**src/rtl/y86_mem_pkg.sv**
```systemverilog
// Shared definitions for the Y86 memory-stage request channel (initiator and responder).
// Holds the instruction codes, memory-space encodings, FSM states and the access decoder.
package y86_mem_pkg;

  localparam logic [3:0] ICODE_RMMOVQ = 4'd4;
  localparam logic [3:0] ICODE_MRMOVQ = 4'd5;
  localparam logic [3:0] ICODE_PUSHQ  = 4'd10;
  localparam logic [3:0] ICODE_POPQ   = 4'd11;

  localparam logic SPACE_DATA  = 1'b0;
  localparam logic SPACE_STACK = 1'b1;

  // Stall budget in REQ/WAIT before an access is abandoned (MEMREQ_TIMEOUT_EN builds only).
  localparam int TIMEOUT_CYC = 16;

  typedef enum logic [1:0] {
    IDLE,
    REQ,
    WAIT,
    DONE
  } state_t;

  typedef struct packed {
    logic        is_mem;
    logic        we;
    logic        space;
    logic [63:0] addr;
  } decode_t;

  // popq is the only access addressed by ValA; everything else uses ValE.
  function automatic decode_t decode_icode(input logic [3:0]  icode,
                                           input logic [63:0] val_e,
                                           input logic [63:0] val_a);
    decode_t d;
    d        = '0;
    d.addr   = val_e;
    case (icode)
      ICODE_RMMOVQ: begin
        d.is_mem = 1'b1;
        d.we     = 1'b1;
        d.space  = SPACE_DATA;
      end
      ICODE_MRMOVQ: begin
        d.is_mem = 1'b1;
        d.we     = 1'b0;
        d.space  = SPACE_DATA;
      end
      ICODE_PUSHQ: begin
        d.is_mem = 1'b1;
        d.we     = 1'b1;
        d.space  = SPACE_STACK;
      end
      ICODE_POPQ: begin
        d.is_mem = 1'b1;
        d.we     = 1'b0;
        d.space  = SPACE_STACK;
        d.addr   = val_a;
      end
      default: d.is_mem = 1'b0;
    endcase
    return d;
  endfunction

endpackage

```
**src/rtl/y86_mem_req_ctrl.sv**
```systemverilog
// Memory-stage initiator: one valid/ready request per instruction, valid-only read response.
// Optional stall watchdog enabled by defining MEMREQ_TIMEOUT_EN.
module y86_mem_req_ctrl
  import y86_mem_pkg::*;
#(
  parameter int DEPTH  = 1024,
  parameter int ADDR_W = 10
) (
  input  logic              clk,
  input  logic              rst,
  input  logic              start,
  input  logic [3:0]        icode,
  input  logic [63:0]       ValE,
  input  logic [63:0]       ValA,
  output logic              busy,
  output logic              done,
  output logic [63:0]       ValM,
  output logic              dmem_error,
  output logic              mem_req_valid,
  input  logic              mem_req_ready,
  output logic              mem_we,
  output logic              mem_space,
  output logic [ADDR_W-1:0] mem_addr,
  output logic [63:0]       mem_wdata,
  input  logic              mem_rsp_valid,
  input  logic [63:0]       mem_rdata
);

  state_t  state;
  state_t  state_nxt;
  decode_t dec;
  logic    addr_err;
  logic    issue;
  logic    timeout;

  assign dec = decode_icode(icode, ValE, ValA);

  // Full 64-bit range check so high address bits never alias into the array.
  assign addr_err = dec.is_mem && (dec.addr > 64'(DEPTH - 1));
  assign issue    = (state == IDLE) && start && dec.is_mem && !addr_err;

`ifdef MEMREQ_TIMEOUT_EN
  localparam int CNT_W = $clog2(TIMEOUT_CYC + 1);

  logic [CNT_W-1:0] stall_cnt;
  logic             stalled;

  assign stalled = ((state == REQ)  && !mem_req_ready) ||
                   ((state == WAIT) && !mem_rsp_valid);
  assign timeout = stalled && (stall_cnt == CNT_W'(TIMEOUT_CYC - 1));

  // Restarted on entry to REQ and again when the read moves on to WAIT.
  always_ff @(posedge clk) begin
    if (rst) begin
      stall_cnt <= '0;
    end else if ((state == IDLE) || ((state == REQ) && mem_req_ready)) begin
      stall_cnt <= '0;
    end else if (stalled) begin
      stall_cnt <= stall_cnt + 1'b1;
    end
  end
`else
  assign timeout = 1'b0;
`endif

  // NOTE: sequential state uses non-blocking assignments so every register samples pre-edge values.
  always_ff @(posedge clk) begin
    if (rst) begin
      state <= IDLE;
    end else begin
      state <= state_nxt;
    end
  end

  // NOTE: state_nxt gets a default before the case so no path leaves it unassigned (no latch).
  always_comb begin
    state_nxt = state;
    case (state)
      IDLE: begin
        if (start) begin
          state_nxt = issue ? REQ : DONE;
        end
      end
      REQ: begin
        if (timeout) begin
          state_nxt = DONE;
        end else if (mem_req_ready) begin
          state_nxt = mem_we ? DONE : WAIT;
        end
      end
      WAIT: begin
        if (timeout || mem_rsp_valid) begin
          state_nxt = DONE;
        end
      end
      DONE:    state_nxt = IDLE;
      default: state_nxt = IDLE;
    endcase
  end

  always_comb begin
    busy          = (state != IDLE);
    done          = (state == DONE);
    mem_req_valid = (state == REQ);
  end

  // Request fields are captured once at issue and held until the next issue.
  always_ff @(posedge clk) begin
    if (rst) begin
      mem_we    <= 1'b0;
      mem_space <= SPACE_DATA;
      mem_addr  <= '0;
      mem_wdata <= '0;
    end else if (issue) begin
      mem_we    <= dec.we;
      mem_space <= dec.space;
      mem_addr  <= dec.addr[ADDR_W-1:0];
      mem_wdata <= ValA;
    end
  end

  always_ff @(posedge clk) begin
    if (rst) begin
      ValM       <= '0;
      dmem_error <= 1'b0;
    end else begin
      if (((state == IDLE) && start && addr_err) || timeout) begin
        dmem_error <= 1'b1;
      end
      if ((state == WAIT) && mem_rsp_valid) begin
        ValM <= mem_rdata;
      end
    end
  end

endmodule

```
**config.mk**
```make
export PLATFORM = sky130hd
export DESIGN_NAME = y86_mem_req_ctrl
export DESIGN_NICKNAME = d
export VERILOG_FILES = /design/src/rtl/y86_mem_pkg.sv /design/src/rtl/y86_mem_req_ctrl.sv
export SDC_FILE = /design/constraint.sdc
export NUM_CORES = 1
export LEC_CHECK = 0
export ABC_AREA = 1
export ABC_CLOCK_PERIOD_IN_PS = 1700
export CORE_AREA = 2 2 134 136
export CTS_BUF_LIST = sky130_fd_sc_hd__clkbuf_8
export DETAILED_ROUTE_END_ITERATION = 16
export DIE_AREA = 0 0 136 138
export MAX_ROUTING_LAYER = met4
export PLACE_DENSITY = 0.89
export SLEW_MARGIN = 40
export SYNTH_ARGS = -nofsm -noshare
export SYNTH_HDL_FRONTEND = slang
export SYNTH_SLANG_ARGS = --single-unit
```
**constraint.sdc**
```tcl
create_clock -name clk -period 1.7 [get_ports clk]
set_input_delay 0.34 -clock clk [delete_from_list [all_inputs] [get_ports clk]]
set_output_delay 0.34 -clock clk [all_outputs]
set_load 0.01 [all_outputs]
```
==> summary.txt, run 1 <==
Timing
  – Post-layout minimum cycle time: around 1700 ps
  – Max-slew headroom at the worst pin: ~80%
  – Final Hold Vio Count: 0
  – Count of pins over their slew limit: 0
  – Setup Viol. Count Final: 0
  – Final period util: around 99%
  – Maximum clock rate: between 500 and 600 MHz
  – Clock skew: approximately 20 ps
  – Min Hold Slack: 175 ps
  – Worst slew pin tran: a little over 300 ps

Power
  – Internal power: between 6 and 7 mW
  – Sequential fraction of design power: approximately 42%
  – Switching share of power: 31.1%
  – Worst VDD drop: 0.000648 V
  – Leakage power: 6.64 nW
  – Clock network fraction of design power: between 20% and 30%
  – Power consumption: 9.26 mW
  – Switching power: 2.88 mW
  – Relative contribution of combinational cells to total power: 28.1%
  – Power density over the cells: around 840 nW/um^2

Die
  – Core region area: 17500 um^2
  – Initial cell density of the core: 34.8%
  – Count of boundary I/O pins: 345
  – Height of the die: ~140 um
  – Die width: around 140 um
  – Overall die area: roughly 19000 um^2
  – Standard-cell row count: 49

Place
  – Dpl cells: roughly 1500
  – Post-DP HPWL: 16200 um
  – Count of buffers from port buffering: roughly 340
  – Final weighted congestion of routability-driven global placement: 0.828

GRT
  – Largest net degree at the start of global routing: 41
  – Wire length of the first global-routing pass: about 34000 um
  – GRT Util Overall: a little under a quarter
  – Number of global-route vias before repair: a little over 7000
  – Number of antenna violations at the first check in global routing: 3
  – Gr ovfl total: 0

Worst setup path
  – Cell type of the slowest stage on the worst timing path: sky130_fd_sc_hd__clkdlybuf4s50_1
  – Crit-path max cell delay: around 450 ps
  – Worst Setup Path Type: in2reg
  – Setup crit end kind: flip-flop
  – Arrival time worst endpoint: 2030 ps
  – Max FO, Critical Path: 7
  – Critical Path, Cell by Cell: clkdlybuf4s50_1 -> nor2_1 -> nand4_1 -> nor2_2 -> nand2_1 -> nand2_2 -> nand3_4 -> buf_12 -> buf_16 -> nor2_1 -> nor2_2
  – Critical path required time: a little over 2000 ps
  – Kind of start point of the critical path: primary input

Synth
  – Synth Cell Area: around 6000 um^2
  – Seq cells post-synth: about 140
  – Mapped Cells: a little over 900
  – Net count after synthesis: between 1000 and 1500
  – Synthesized area per cell: ~6.6 um^2
  – Sequential-to-total area share from yosys stat: between 40% and 50%
  – Synth unique cells: 23
  – Number of warnings printed during yosys synthesis: 0

Layout
  – Multi-input combinational cell area: approximately 2800 um^2
  – Non-filler instance count after layout: between 1500 and 2000
  – Reg area: 2860 um^2
  – Fraction of layout instances using a drive strength above 1: around an eighth
  – Final Net Count: approximately 1500
  – Growth of design area from synthesis to finish: 81.7%
  – Fillers: around 1400

Drt
  – Routed vias: roughly 7000
  – Total detailed-routing wirelength: about 23000 um
  – DRC violation count after routing: 0
  – Remaining number of nets flagged by the antenna check after routing: 0
  – Routed WL per cell: about 14 um
  – DRT iter0 DRCs: between 300 and 400
  – Number of search-and-repair iterations in the first detailed-routing pass: 6
  – Mean number of vias per cell: ~4.6

Clock tree
  – Number of CTS-inserted buffers: 17
  – Clock root cell: sky130_fd_sc_hd__clkbuf_8
  – Clock H-tree levels: 4
  – CTS max path bufs: 2
  – Skew-Pair Late Insertion Delay: around 450 ps
  – Reg clk slew, reported paths: approximately 80 ps
  – Clock tree from TritonCTS: done
  – Clock sink count: between 100 and 150

Run status
  – Status: completed

Min path
  – Worst min-delay path category: in2reg

Run
  – Number of max-cap violations: 0
-- critical path: cells and delay by family --
kind | cells | cell delay, ps
simple gates | 8 | 900
buf+inv | 3 | 770
-- worst paths after layout --
kind / startpoint / to / slack [ps] / cells past startpoint
max: ValA[62] / mem_wdata[53] / 10 / 11
min: ValA[38] / mem_wdata[38] / 170 / 3
max reg2reg: state[0] / mem_wdata[53] / 60 / 9
min reg2reg: ValM[30] / ValM[30] / 480 / 2
-- metal layers --
| layer | routed length, um | vias to the layer above | global-route usage (%) | share of wire (%) |
|---|---|---|---|---|
| li1 | - | 3561 | - | - |
| met1 | 8310 | 3163 | 24.1 | 37 |
| met2 | 11200 | 311 | 40.1 | 50 |
| met3 | 2050 | 61 | 7.63 | 9.1 |
| met4 | 906 | 0 | 10.3 | 4.0 |
| met5 | 0 | - | - | 0 |
-- power groups by stage --
stage | clock network (mW) | registers, mW | logic [mW]
global route | 2.99 | 3.95 | 2.87
CTS | 2.84 | 3.91 | 2.58
finish | 2.75 | 3.91 | 2.60
global placement | 0 | 3.97 | 2.72
floorplan | 0 | 4.15 | 0.907
detailed placement | 0 | 3.99 | 2.77
-- repair_timing --
action	in CTS	in global routing
gates resized for setup	141	175
pin swaps	9	94
cloned	2	2
setup buffers	4	3
hold buffers	0	0
endpoints found under the setup margin	181	116
-- cell usage in the layout, fill, tap and decap left out, types with 17 or more instances in the layout --
master	synthesis	layout
sky130_fd_sc_hd__dlygate4sd2_1	0	108
sky130_fd_sc_hd__dlymetal6s2s_1	0	122
sky130_fd_sc_hd__dfxtp_1	143	142
sky130_fd_sc_hd__o21ai_0	67	67
sky130_fd_sc_hd__buf_4	0	56
sky130_fd_sc_hd__clkdlybuf4s50_1	0	107
sky130_fd_sc_hd__nor2_2	0	23
sky130_fd_sc_hd__nor2_1	336	312
sky130_fd_sc_hd__inv_1	97	94
sky130_fd_sc_hd__clkbuf_8	0	17
sky130_fd_sc_hd__nand2_1	188	171
-- synthesized netlist by cell type --
master / n / area [um^2]
sky130_fd_sc_hd__nor2_1: 336 / 1260
sky130_fd_sc_hd__nand2_1: 188 / 706
sky130_fd_sc_hd__dfxtp_1: 143 / 2860
sky130_fd_sc_hd__inv_1: 97 / 364
sky130_fd_sc_hd__o21ai_0: 67 / 335
sky130_fd_sc_hd__clkbuf_1: 35 / 131
sky130_fd_sc_hd__nand4_1: 15 / 93.8
sky130_fd_sc_hd__mux2i_1: 10 / 100
sky130_fd_sc_hd__buf_2: 8 / 40.0
sky130_fd_sc_hd__ha_1: 5 / 62.6
sky130_fd_sc_hd__a21oi_1: 4 / 20.0
sky130_fd_sc_hd__nand3_1: 3 / 15.0
sky130_fd_sc_hd__buf_1: 2 / 7.51
sky130_fd_sc_hd__buf_6: 2 / 22.5
sky130_fd_sc_hd__inv_2: 2 / 7.51
sky130_fd_sc_hd__a21boi_0: 1 / 7.51
sky130_fd_sc_hd__a21oi_2: 1 / 8.76
sky130_fd_sc_hd__and2_1: 1 / 6.26
sky130_fd_sc_hd__nand3_2: 1 / 10.0
sky130_fd_sc_hd__nor2_4: 1 / 11.3
sky130_fd_sc_hd__nor3_1: 1 / 5.00
sky130_fd_sc_hd__o21ba_2: 1 / 10.0
sky130_fd_sc_hd__o22ai_1: 1 / 6.26
-- per-stage QoR --
| step | TNS [ps] | setup slack, ps | area (um^2) | utilization [%] |
|---|---|---|---|---|
| floorplan | 0 | 27.5 | 6090 | - |
| global placement | -37660 | -532 | 10200 | 58.1 |
| detailed placement | -40470 | -586 | 10200 | 58.1 |
| CTS | -8.98 | -8.98 | 10600 | 60.3 |
| global route | -1710 | -68.4 | 11100 | 63.2 |
| finish | 0 | 13.5 | 11100 | 63.2 |
-- registers in the layout (all words and copies together) (netlist names) --
signal and cells:
mem_we 1, mem_addr 10, state 2, mem_wdata 64
ValM 64, dmem_error 1, mem_space 1
-- cell type report --
cell class	count	area share, %
repair buffers	415	38.9
flip-flops and latches	143	25.9
multi-input cells	636	25.6
inverters	99	3.40
well taps	229	2.59
clock buffers	17	2.11
clock inverters	15	1.46
diodes	3	0.0678
-- kinds of logic (layout without fill, tap and decap cells) --
family,Yosys count,after routing,share of synthesized area (%)
buf+inv,146,546,9.40
fa+ha+maj,5,5,1.03
flops,143,143,47.0
simple gates,546,546,34.6
compound gates,75,75,6.36
other cells,0,3,0
mux,10,10,1.64
(Power assumes the default switching activity.)
==> inputs of run 2 (changes only) <==
- CTS_CLUSTER_DIAMETER: unset -> 60
==> results of run 2 <==
The final DEF is identical to that of run 1; final timing and power are the same.
